===== src/rtl/dram_bist_if.sv =====
// Sequencer <-> RAM/host bundle for the DRAM march-test sequencer.
// master is the sequencer side, slave is the RAM/LED/host side.
interface dram_bist_if;
    logic       start;
    logic [4:0] dram_addr;
    logic [7:0] dram_di;
    logic       dram_we;
    logic [7:0] dram_do;
    logic       busy;
    logic       done;
    logic       pass;
    logic [6:0] err_count;
    logic [7:0] err_mask;
    logic [4:0] first_err_addr;
    logic       first_err_valid;

    modport master (
        input  start, dram_do,
        output dram_addr, dram_di, dram_we, busy, done, pass,
               err_count, err_mask, first_err_addr, first_err_valid
    );

    modport slave (
        output start, dram_do,
        input  dram_addr, dram_di, dram_we, busy, done, pass,
               err_count, err_mask, first_err_addr, first_err_valid
    );
endinterface


===== src/rtl/dram_bist_seq.sv =====
// March-test sequencer for a 32x8 quad-port distributed RAM: W0 up, (R0,W1) up,
// R1 down, with sticky error diagnostics for board LEDs.
module dram_bist_seq #(
    parameter logic [7:0] BG = 8'hA5
) (
    input  logic      clk,
    input  logic      rst,
    dram_bist_if.master bus
);
    localparam logic [2:0] S_IDLE = 3'd0;
    localparam logic [2:0] S_W0   = 3'd1;
    localparam logic [2:0] S_R0   = 3'd2;
    localparam logic [2:0] S_W1   = 3'd3;
    localparam logic [2:0] S_R1   = 3'd4;
    localparam logic [2:0] S_DONE = 3'd5;

    logic [2:0] state;
    logic [4:0] addr;
    logic [6:0] err_count;
    logic [7:0] err_mask;
    logic [4:0] first_err_addr;
    logic       first_err_valid;

    logic       launch;
    logic       is_read;
    logic [7:0] expected;
    logic [7:0] diff;
    logic       mismatch;

    // NOTE: every variable assigned in always_comb gets a value on every path, so no latch is inferred.
    always_comb begin
        launch   = (state == S_IDLE || state == S_DONE) && bus.start;
        is_read  = (state == S_R0) || (state == S_R1);
        expected = (state == S_R1) ? ~BG : BG;
        diff     = bus.dram_do ^ expected;
        mismatch = is_read && (diff != 8'd0);
    end

    // NOTE: sequential state uses non-blocking assignments so all registers update from pre-edge values.
    always_ff @(posedge clk or posedge rst) begin
        if (rst) begin
            state <= S_IDLE;
            addr  <= 5'd0;
        end else begin
            case (state)
                S_IDLE, S_DONE: begin
                    if (bus.start) begin
                        state <= S_W0;
                        addr  <= 5'd0;
                    end
                end
                S_W0: begin
                    if (addr == 5'd31) begin
                        state <= S_R0;
                        addr  <= 5'd0;
                    end else begin
                        addr <= addr + 5'd1;
                    end
                end
                S_R0: state <= S_W1;
                S_W1: begin
                    // R1 starts at the top address, so the counter is not advanced past 31
                    if (addr == 5'd31) begin
                        state <= S_R1;
                    end else begin
                        state <= S_R0;
                        addr  <= addr + 5'd1;
                    end
                end
                S_R1: begin
                    if (addr == 5'd0) state <= S_DONE;
                    else              addr  <= addr - 5'd1;
                end
                default: state <= S_IDLE;
            endcase
        end
    end

    always_ff @(posedge clk or posedge rst) begin
        if (rst) begin
            err_count       <= 7'd0;
            err_mask        <= 8'd0;
            first_err_addr  <= 5'd0;
            first_err_valid <= 1'b0;
        end else if (launch) begin
            err_count       <= 7'd0;
            err_mask        <= 8'd0;
            first_err_addr  <= 5'd0;
            first_err_valid <= 1'b0;
        end else if (mismatch) begin
            if (err_count != 7'd127) err_count <= err_count + 7'd1;
            err_mask <= err_mask | diff;
            if (!first_err_valid) begin
                first_err_addr  <= addr;
                first_err_valid <= 1'b1;
            end
        end
    end

    // Outputs decode registers only; write enable follows the async-reset state register
    assign bus.dram_addr       = addr;
    assign bus.dram_we         = (state == S_W0) || (state == S_W1);
    assign bus.dram_di         = (state == S_W0) ? BG : (state == S_W1) ? ~BG : 8'd0;
    assign bus.busy            = (state == S_W0) || (state == S_R0) ||
                                 (state == S_W1) || (state == S_R1);
    assign bus.done            = (state == S_DONE);
    assign bus.pass            = (state == S_DONE) && (err_count == 7'd0);
    assign bus.err_count       = err_count;
    assign bus.err_mask        = err_mask;
    assign bus.first_err_addr  = first_err_addr;
    assign bus.first_err_valid = first_err_valid;
endmodule


===== src/flat_wrapper.sv =====
// flat-port wrapper written by rule: the top's interface ports become plain ports
module dram_bist_seq_flat 
#(
    parameter logic [7:0] BG = 8'hA5
)
  (clk, rst, bus_start, bus_dram_do, bus_dram_addr, bus_dram_di, bus_dram_we, bus_busy, bus_done, bus_pass, bus_err_count, bus_err_mask, bus_first_err_addr, bus_first_err_valid);
  dram_bist_if bus_i ();
  input  logic clk;
  input  logic rst;
  input wire logic [$bits(bus_i.start)-1:0] bus_start;
  input wire logic [$bits(bus_i.dram_do)-1:0] bus_dram_do;
  output wire logic [$bits(bus_i.dram_addr)-1:0] bus_dram_addr;
  output wire logic [$bits(bus_i.dram_di)-1:0] bus_dram_di;
  output wire logic [$bits(bus_i.dram_we)-1:0] bus_dram_we;
  output wire logic [$bits(bus_i.busy)-1:0] bus_busy;
  output wire logic [$bits(bus_i.done)-1:0] bus_done;
  output wire logic [$bits(bus_i.pass)-1:0] bus_pass;
  output wire logic [$bits(bus_i.err_count)-1:0] bus_err_count;
  output wire logic [$bits(bus_i.err_mask)-1:0] bus_err_mask;
  output wire logic [$bits(bus_i.first_err_addr)-1:0] bus_first_err_addr;
  output wire logic [$bits(bus_i.first_err_valid)-1:0] bus_first_err_valid;
  assign bus_i.start = bus_start;
  assign bus_i.dram_do = bus_dram_do;
  assign bus_dram_addr = bus_i.dram_addr;
  assign bus_dram_di = bus_i.dram_di;
  assign bus_dram_we = bus_i.dram_we;
  assign bus_busy = bus_i.busy;
  assign bus_done = bus_i.done;
  assign bus_pass = bus_i.pass;
  assign bus_err_count = bus_i.err_count;
  assign bus_err_mask = bus_i.err_mask;
  assign bus_first_err_addr = bus_i.first_err_addr;
  assign bus_first_err_valid = bus_i.first_err_valid;
  dram_bist_seq #(.BG(BG)) u_core (.clk(clk), .rst(rst), .bus(bus_i));
endmodule

===== config.mk =====
export PLATFORM = sky130hd
export DESIGN_NAME = dram_bist_seq_flat
export DESIGN_NICKNAME = d
export VERILOG_FILES = /design/src/rtl/dram_bist_if.sv /design/src/rtl/dram_bist_seq.sv /design/src/flat_wrapper.sv
export SDC_FILE = /design/constraint.sdc
export NUM_CORES = 1
export LEC_CHECK = 0
export ABC_AREA = 1
export BUFFER_PORTS_ARGS = -buffer_cell sky130_fd_sc_hd__buf_2
export CORE_ASPECT_RATIO = 1.5
export CORE_MARGIN = 3
export CORE_UTILIZATION = 53
export CTS_CLUSTER_DIAMETER = 40
export DETAILED_ROUTE_END_ITERATION = 6
export GPL_ROUTABILITY_DRIVEN = 0
export PLACE_DENSITY_LB_ADDON = 0.25
export SLEW_MARGIN = 20
export SYNTH_ARGS = -nofsm -noshare
export SYNTH_HDL_FRONTEND = slang
export SYNTH_SLANG_ARGS = --single-unit

===== constraint.sdc =====
create_clock -name clk -period 1.77 [get_ports clk]
set_input_delay 0.177 -clock clk [delete_from_list [all_inputs] [get_ports clk]]
set_output_delay 0.177 -clock clk [all_outputs]
set_load 0.005 [all_outputs]

==> results list, run 1 <==
* Result of the run: finished, final reports clean
- Synth Cell Area: 1970 um^2
- Fmax achieved: 578 MHz
- STA puts the critical path data required time at 2000 ps.
- Wire length of the first global-routing pass: 7300 um
- The largest single stage delay on the critical path is 470 ps.
- Summing over every cut layer, the via total after detailed routing is 1844.
- The startpoint identified for the worst hold timing path is bus_dram_do[4].
* Detailed-routing iteration count for the pre-antenna-repair pass: 4
- H-tree Lvls: 2
- Flip-flop and latch count after synthesis: 29
- The detailed router finished its first iteration with 39 violations.
* Dominant synthesized flop cell: sky130_fd_sc_hd__dfrtp_1
- Max Cap Violations: 0
- Worst relative slew slack: 74.7%
- Buffers inserted during clock tree synthesis total 5.
- The die is 55.7 um wide.
* Clock root buffer master: sky130_fd_sc_hd__clkbuf_8
* Number of hold-slack violations in the final timing report: 0
- For this run the aggregate overflow at the end of global routing stands at 0.
* Power share of the sequential group: 29.6%
- During synthesis, Yosys emitted a total of 0 warnings.
* Post-layout min period: 1730 ps
- In this run, distinct cell masters in the synthesized netlist total 34.
- Summed over all nets, the switching power comes to 1.53 mW.
* Average instance area after synthesis: 7.93 um^2
- Overall die height: 80.6 um
- Unrepaired setup endpoints after global routing: yes
* Number of non-filler instances in the completed layout: 358
* Tcrit/Tclk final: 97.7%
* Peak supply drop: 0.00106 V
- Worst Setup SP: u_core.state[1]$_DFFE_PP0P_
- The floorplan step defined a die boundary enclosing 4490 um^2.
- Global routing used 20.8% of the available tracks.
- In this run the worst hold path is classified as in2reg.
* Max-slew violation total from the final report: 0
- Number of nets in the finished design: 331
* Library cell appearing most often on the critical path: sky130_fd_sc_hd__nand2_1
- In this run, the combinational gates consume 52.7% of the power.
- Number of global-route vias before repair: 1701
- The initial utilization of the core area, before any placement, comes to 56.5%.
- Counting flops with an async set or reset pin after synthesis yields a share of 100%.
- DR DRC count: 0
- Leading cell types in the layout, fill and taps excluded: sky130_fd_sc_hd__nand2_1, sky130_fd_sc_hd__buf_2, sky130_fd_sc_hd__inv_1, sky130_fd_sc_hd__dfrtp_1, sky130_fd_sc_hd__buf_4
- The worst setup path is launched from a register.
- The clock network burns 17.7% of the power.
* Startpoint of the lowest-slack register-to-register path: u_core.state[1]$_DFFE_PP0P_
- Source-to-sink clock delay at the later pin of the worst-skew pair: 290 ps
- Pin placement for this block handled 49 I/O pins.
* HPWL reported at the end of detailed placement: 3140 um
- Routing usage on met1: 22.8%
* Placeable core region: 3480 um^2
- Final routed wire length divided by cell count: 13.0 um
- Proportion of layout cells with a drive suffix above 1: 44.3%
* Met3 layer usage reported by global route: 4.50%
- Finished Cell Area: 2550 um^2
- In this run switching power makes up 43.5% of total power.
* Ant diodes: 0
* Cell leakage power: 1.39 nW
- In the routed layout, each cell is associated on average with a via count of 5.15.
* Internal power: 1.98 mW
* Global-route layer with the greatest usage: met2
* CTS tree: built
* Crit end category: register
- Layout overhead on the synthesized area: 29.6%
- Number of routed nets with antenna violations: 0
* Count of flip-flops with a built-in enable after synthesis: 0
* Mapped Nets: 264
- In the global route stage, met2 resource usage came out at 37.2%.
* Number of buffers on the longest clock path: 2
- The signal on the critical path passes through nor2_4 > nand2_4 > buf_6 > nand2_1 > nand2_1 > nand2_1 > nor2_2 > nand2_4 > nand3_4 > inv_4 > nand2_1 > nand2_1.
* Rows: 26
* Final routed wirelength across all metal layers: 4650 um
- Sequential-to-total area share from yosys stat: 36.9%
* Placed cell area: 2260 um^2
- The count of buffers added on input and output ports is 48.
- The number of antenna violations at the first check in global routing came to 0.
- The clock net in this run drives a total of 29 sinks.
* Pin count of the biggest net entering global routing: 30
* Commonest non-fill, non-tap cell in the layout: sky130_fd_sc_hd__nand2_1
* Cell count after synthesis: 248
- Setup violations remaining at the end of the flow were counted as 0.
- Cell count after placement: 337
* Worst setup skew after layout: 6.79 ps
* Crit Path Max Fanout: 8
- Pin slew with the least headroom to its limit: 380 ps
* Arrival time of data at the critical path endpoint: 1960 ps
- Clock-pin slew was measured on the worst setup and hold paths at 70 ps.
- In this run the power density over the cells is 1380 nW/um^2.
* Class of the most critical setup path: reg2reg
- For this design, the slowest cell found on the critical path is sky130_fd_sc_hd__dfrtp_2.
==> path summary, 6_finish.rpt <==
check                                                           end  slack [ps]  cells past startpoint
max                             u_core.bus.err_count[1]$_DFFE_PP0P_          40                     12
min                              u_core.bus.err_mask[4]$_DFFE_PP0P_         270                      5
max reg2reg                     u_core.bus.err_count[1]$_DFFE_PP0P_          40                     12
min reg2reg                u_core.bus.first_err_addr[2]$_DFFE_PP0P_         490                      2
max in group asynchronous               u_core.state[0]$_DFFE_PP0P_         980                      4
min in group asynchronous               u_core.state[1]$_DFFE_PP0P_         500                      4
==> flip-flops by register name (all words and copies together), names as in the netlist <==
signal                      count
u_core.bus.first_err_addr       5
u_core.state                    3
u_core.bus.first_err_valid      1
u_core.bus.err_count            7
u_core.bus.dram_addr            5
u_core.bus.err_mask             8
==> cell type report <==
| class | count | area, um^2 |
|---|---|---|
| inverter | 40 | 158 |
| multi-input combinational | 167 | 1060 |
| tap | 42 | 52.6 |
| clock buffer | 7 | 96.3 |
| fill | 295 | 933 |
| timing repair buffer | 72 | 443 |
| clock inverter | 1 | 5.00 |
| sequential | 29 | 729 |
==> metal layers <==
metal | up-vias | share of wire (%)
li1 | 917 | -
met1 | 861 | 39
met2 | 53 | 53
met3 | 13 | 4.7
met4 | 0 | 3.2
met5 | - | 0
==> worst max-delay path, delay by kind of cell (launching register included) <==
kind / cells / cell delay, ps
simple gates: 10 / 920
flops: 1 / 470
buf+inv: 2 / 260
==> kinds of logic (layout without fill, tap and decap cells) <==
group / Yosys count / count (layout) / share of synthesized area (%)
DFF: 29 / 29 / 36.9
buffers and inverters: 53 / 120 / 13.0
AOI/OAI and AO/OA: 30 / 30 / 10.4
and+or+nand+nor: 125 / 126 / 33.9
adders and majority gates: 5 / 5 / 3.18
xor gates and xnor gates: 6 / 6 / 2.67
==> power by group through the flow <==
stage / sequential [mW] / clock, mW / combinational [mW]
after CTS: 1.03 / 0.635 / 1.64
final: 1.04 / 0.623 / 1.85
after global routing: 1.07 / 0.660 / 2.07
after floorplan: 1.04 / 0 / 1.14
after detailed placement: 1.04 / 0 / 1.61
after global placement: 1.03 / 0 / 1.58
==> timing repair <==
action                     4_1_cts  5_1_grt
setup buffers                    0       11
hold buffers                     1        0
gates resized for setup          1       38
pin swaps                        0       16
setup endpoints to repair        7       28
cloned                           0        1
hold endpoints to repair        29        0
==> cell usage after synthesis, types with 2 or more instances <==
library cell	count	share of area, %
sky130_fd_sc_hd__buf_4	8	3.1
sky130_fd_sc_hd__nand3b_1	5	1.9
sky130_fd_sc_hd__nand3b_2	6	3.4
sky130_fd_sc_hd__nand2_2	2	0.64
sky130_fd_sc_hd__o21ai_1	4	1.0
sky130_fd_sc_hd__ha_1	5	3.2
sky130_fd_sc_hd__xor2_1	5	2.2
sky130_fd_sc_hd__dfrtp_1	29	37
sky130_fd_sc_hd__nor2_2	3	0.95
sky130_fd_sc_hd__a21oi_2	9	4.0
sky130_fd_sc_hd__nor3_1	4	1.0
sky130_fd_sc_hd__inv_1	35	6.7
sky130_fd_sc_hd__nand2_4	3	1.7
sky130_fd_sc_hd__a21oi_1	2	0.51
sky130_fd_sc_hd__nor2_1	13	2.5
sky130_fd_sc_hd__nand3_4	2	1.8
sky130_fd_sc_hd__nor2_4	3	1.7
sky130_fd_sc_hd__o211ai_1	2	0.76
sky130_fd_sc_hd__buf_2	2	0.51
sky130_fd_sc_hd__nand3_2	3	1.5
sky130_fd_sc_hd__nand2_1	63	12
sky130_fd_sc_hd__inv_2	5	0.95
sky130_fd_sc_hd__o21ai_0	8	2.0
sky130_fd_sc_hd__nand3_1	17	4.3
==> per-stage QoR <==
step                      power, mW  TNS (ps)  util (%)  setup WS (ps)  hold slack (ps)
after floorplan                2.18         0         -            194              255
after global placement         2.61     -41.6      64.8          -18.8              266
after detailed placement       2.65      -169      64.8          -66.1              272
after CTS                      3.30         0      68.2           30.1              272
after global routing           3.81     -1680      73.2           -137              289
final                          3.51         0      73.2           40.3              266
Power figures use the tool's default switching activity.
==> inputs of run 2 (changes only) <==
Settings changed: PLACE_DENSITY set to 0.8, PLACE_DENSITY_LB_ADDON 0.25 to not set.
==> run 2 against run 1 <==
Critical path depth unchanged. Worst hold slack improved by 22 ps. Die area stayed put. Global-route usage decreased by 0.37 points. Non-clock buffer count up 1. Fmax fell by 1.4%. Critical path type unchanged. Clock-buffer cell count stayed put. Sequential share of layout area decreased by 0.29 points. First-iteration DRC count grew 26%. Register-to-register slack worse by 30 ps. Via count up 1.7%. Setup slack got worse by 25 ps.
==> results list, run 2 (synthesis results as in run 1) <==
* Result of the run: finished, final reports clean
* CTS tree: built
- For hold timing, the worst endpoint is u_core.bus.err_mask[0]$_DFFE_PP0P_.
- The cell sitting at the root of the clock tree is a sky130_fd_sc_hd__clkbuf_8.
* Internal power: 1.99 mW (+0.57%)
- The number of nets in the final layout is 332 (+0.30%).
* Crit Path Max Fanout: 8 (unchanged)
- The worst register-to-register path ends at u_core.bus.err_count[0]$_DFFE_PP0P_.
* Combinational group share of total power: 53.7% (+1.0 points)
* Per-cell via count in the routed design: 5.23 (+1.5%)
- The shortest period the worst path allows is 1750 ps (+25.3 ps).
- The fraction of final layout cells with drive strength greater than 1 came to 43.2% (-1.1 points).
- Hold_sp: bus_dram_do[0]
- The utilization after layout came to 73.8% (+0.61 points).
- STA classifies the critical path startpoint as a register.
- The area used by sequential logic in the layout came to 728 um^2 (-0.17%).
- Starting density of the core: 56.5% (unchanged)
- The global routing usage summed across all routing layers was 20.4% (-0.37 points).
- The number of global-route vias before repair came to 1786 (+5.0%).
- The via count is 1876 (+1.7%).
* Area of the multi-input gates: 1080 um^2 (+1.3%)
- The TritonCTS sink count is 29 (unchanged).
- The first-pass GRT wire length is 7270 um (-0.48%).
* Startpoint of the lowest-slack register-to-register path: u_core.state[1]$_DFFE_PP0P_
* Layout overhead on the synthesized area: 30.7%
- Max incr delay on CP: 430 ps (-40 ps)
- The area of the core came to 3480 um^2 (unchanged).
- Worst setup skew after layout: 6.15 ps (-0.640 ps)
- Walking the worst path, the cells encountered are inv_2 > nand2_4 > nor2_4 > nand2_1 > nand2_1 > nand2_1 > nor2_2 > nand2_4 > nand3_4 > nand2_2 > nand2_2 > nand2_2.
- The fmax was 570 MHz (-1.4%).
- The worst max-slew margin expressed relative to the limit is 74.3% (-0.34 points).
- Internal reg-to-reg setup slack: 20 ps (-30 ps)
- The number of flip-flops in the largest register was 8 (unchanged).
* Cell leakage power: 1.40 nW (+0.88%)
- Pin count of the biggest net entering global routing: 30 (unchanged)
* Arrival time of data at the critical path endpoint: 1930 ps (-30 ps)
- Port Buf Inserts: 48 (unchanged)
- The residual overflow from global routing is 0 (unchanged).
* Global routing usage on met2: 40.5% (+3.3 points)
- Pin slew with the least headroom to its limit: 385 ps (+4.74 ps)
* Regs by FF count: u_core.bus.err_mask (8), u_core.bus.err_count (7)
* Number of buffers on the longest clock path: 2 (unchanged)
- The number of antenna violations at the first check in global routing came to 0 (unchanged).
- Switching Fraction: 43.8% (+0.21 points)
- The required time of the critical path is 1940 ps (-60 ps).
- Global-route layer with the greatest usage: met2
- Number of buffers added by the clock tree synthesis step: 5 (unchanged)
- The average wire length per cell after detail routing came to 13.3 um (+2.3%).
- Source-to-sink clock delay at the later pin of the worst-skew pair: 280 ps (about the same)
* Unrepaired setup endpoints after global routing: yes
* Classification of the worst-slack hold path: in2reg
- The depth of the most critical reg-to-reg path is 12 (unchanged).
* Number of failing setup endpoints in the final timing report: 0 (unchanged)
- Power share of the sequential group: 29.1% (-0.5 points)
- The clock slew seen by the registers of the worst setup and hold paths is 70 ps (about the same).
* Met3 layer usage reported by global route: 3.86% (-0.64 points)
* Max Cap Violations: 0 (unchanged)
- Crit end category: register
- The power per cell area is 1380 nW/um^2 (+0.11%).
* DR DRC count: 0 (unchanged)
- Number of hold-slack violations in the final timing report: 0 (unchanged)
* HPWL reported at the end of detailed placement: 3320 um (+5.6%)
- H-tree Lvls: 2 (unchanged)
- The net switching power figure was 1.55 mW (+1.4%).
* Overall die area: 4490 um^2 (unchanged)
- Final routed wirelength across all metal layers: 4770 um (+2.6%)
- Clk network pwr share: 17.2% (-0.5 points)
* Tcrit/Tclk final: 99.1% (+1.4 points)
- The final max-slew violation count was 0 (unchanged).
* Commonest non-fill, non-tap cell in the layout: sky130_fd_sc_hd__nand2_1
- Register name with the most flops: u_core.bus.err_mask
- The total iterations of the first detailed-routing run came to 4 (unchanged).
* Peak supply drop: 0.00113 V (+6.7%)
- The critical path is of the reg2reg type.
- The die boundary width came to 55.7 um (unchanged).
- WHS Path Cells: 5 (unchanged)
- The top-level I/O count was 49 (unchanged).
* Routing usage on met1: 19.7% (-3.1 points)
- The worst hold slack after final layout was 288 ps (+22.0 ps).
- Filler cells: 266 (-9.8%)
- Number of routed nets with antenna violations: 0 (unchanged)
* Number of design-rule violations left by the first detailed-router iteration: 49 (+26%)
* Ant diodes: 0 (unchanged)
- The row count came to 26 (unchanged).
- The y dimension of the die is 80.6 um (unchanged).
- Leading cell types in the layout, fill and taps excluded: sky130_fd_sc_hd__nand2_1, sky130_fd_sc_hd__buf_2, sky130_fd_sc_hd__inv_1, sky130_fd_sc_hd__dfrtp_1, sky130_fd_sc_hd__buf_4
- Max stage delay cell, worst path: sky130_fd_sc_hd__dfrtp_1
run 2: cell types whose count changed in the layout (fill, tap and decap cells not counted), sizes merged:
cell	delta
clkbuf	+1
run 2: layer usage:
| layer | part of all wire [%] | wire [um] | up-vias |
|---|---|---|---|
| met3 | 5.2 | 250 | 23 |
| met4 | 3.9 | 186 | 0 |
| met1 | 36 | 1700 | 864 |
| met2 | 55 | 2630 | 75 |
| li1 | - | - | 914 |
| met5 | 0 | 0 | - |
run 2: cell type report:
cell class                      instances  area share, %
Inverter                               40           5.94
Clock inverter                          1          0.195
Sequential cell                        29           28.3
Multi-Input combinational cell        167           41.9
Clock buffer                            7           3.75
Tap cell                               42           2.05
Timing Repair Buffer                   73           17.8
run 2: worst max path at each step:
| stage | from | end | slack (ps) |
|---|---|---|---|
| final | u_core.state[1]$_DFFE_PP0P_ | u_core.bus.err_count[0]$_DFFE_PP0P_ | 20 |
| after global routing | u_core.state[1]$_DFFE_PP0P_ | u_core.bus.err_count[0]$_DFFE_PP0P_ | -100 |
| after CTS | u_core.bus.dram_addr[0]$_DFFE_PP0P_ | u_core.bus.dram_addr[1]$_DFFE_PP0P_ | 10 |
| after detailed placement | u_core.bus.dram_addr[0]$_DFFE_PP0P_ | u_core.bus.dram_addr[1]$_DFFE_PP0P_ | 30 |
| after global placement | u_core.bus.dram_addr[0]$_DFFE_PP0P_ | u_core.bus.dram_addr[1]$_DFFE_PP0P_ | 70 |
| after floorplan | u_core.bus.dram_addr[0]$_DFFE_PP0P_ | u_core.bus.dram_addr[1]$_DFFE_PP0P_ | 190 |
run 2: worst max-delay path: cells and delay by family, from the launching register on:
family                 cells  cell delay [ps]
DFF                        1              430
buffers and inverters      1              150
and+or+nand+nor           11             1080
run 2: metrics by stage:
step	area (um^2)	cells	power, mW	TNS (ps)	worst slack (ps)
2_1_floorplan	1970	248	2.18	0	194
3_3_place_gp	2260	337	2.62	0	74.5
3_5_place_dp	2260	337	2.68	0	30.9
4_1_cts	2370	346	3.30	0	13.6
5_1_grt	2570	359	3.83	-1100	-103
6_report	2570	359	3.55	0	15.1
run 2: power by group through the flow:
stage / Clock (mW) / Sequential (mW) / Combinational [mW]
after floorplan: 0 / 1.04 / 1.14
after global placement: 0 / 1.02 / 1.60
after detailed placement: 0 / 1.03 / 1.65
after CTS: 0.616 / 1.02 / 1.66
after global routing: 0.664 / 1.06 / 2.11
final: 0.610 / 1.03 / 1.91
run 2: repair_timing:
item | CTS | global route
setup buffers | 0 | 13
setup endpoints to repair | 0 | 31
hold buffers | 1 | 0
resized for setup | 0 | 30
endpoints found under the hold margin | 29 | 0
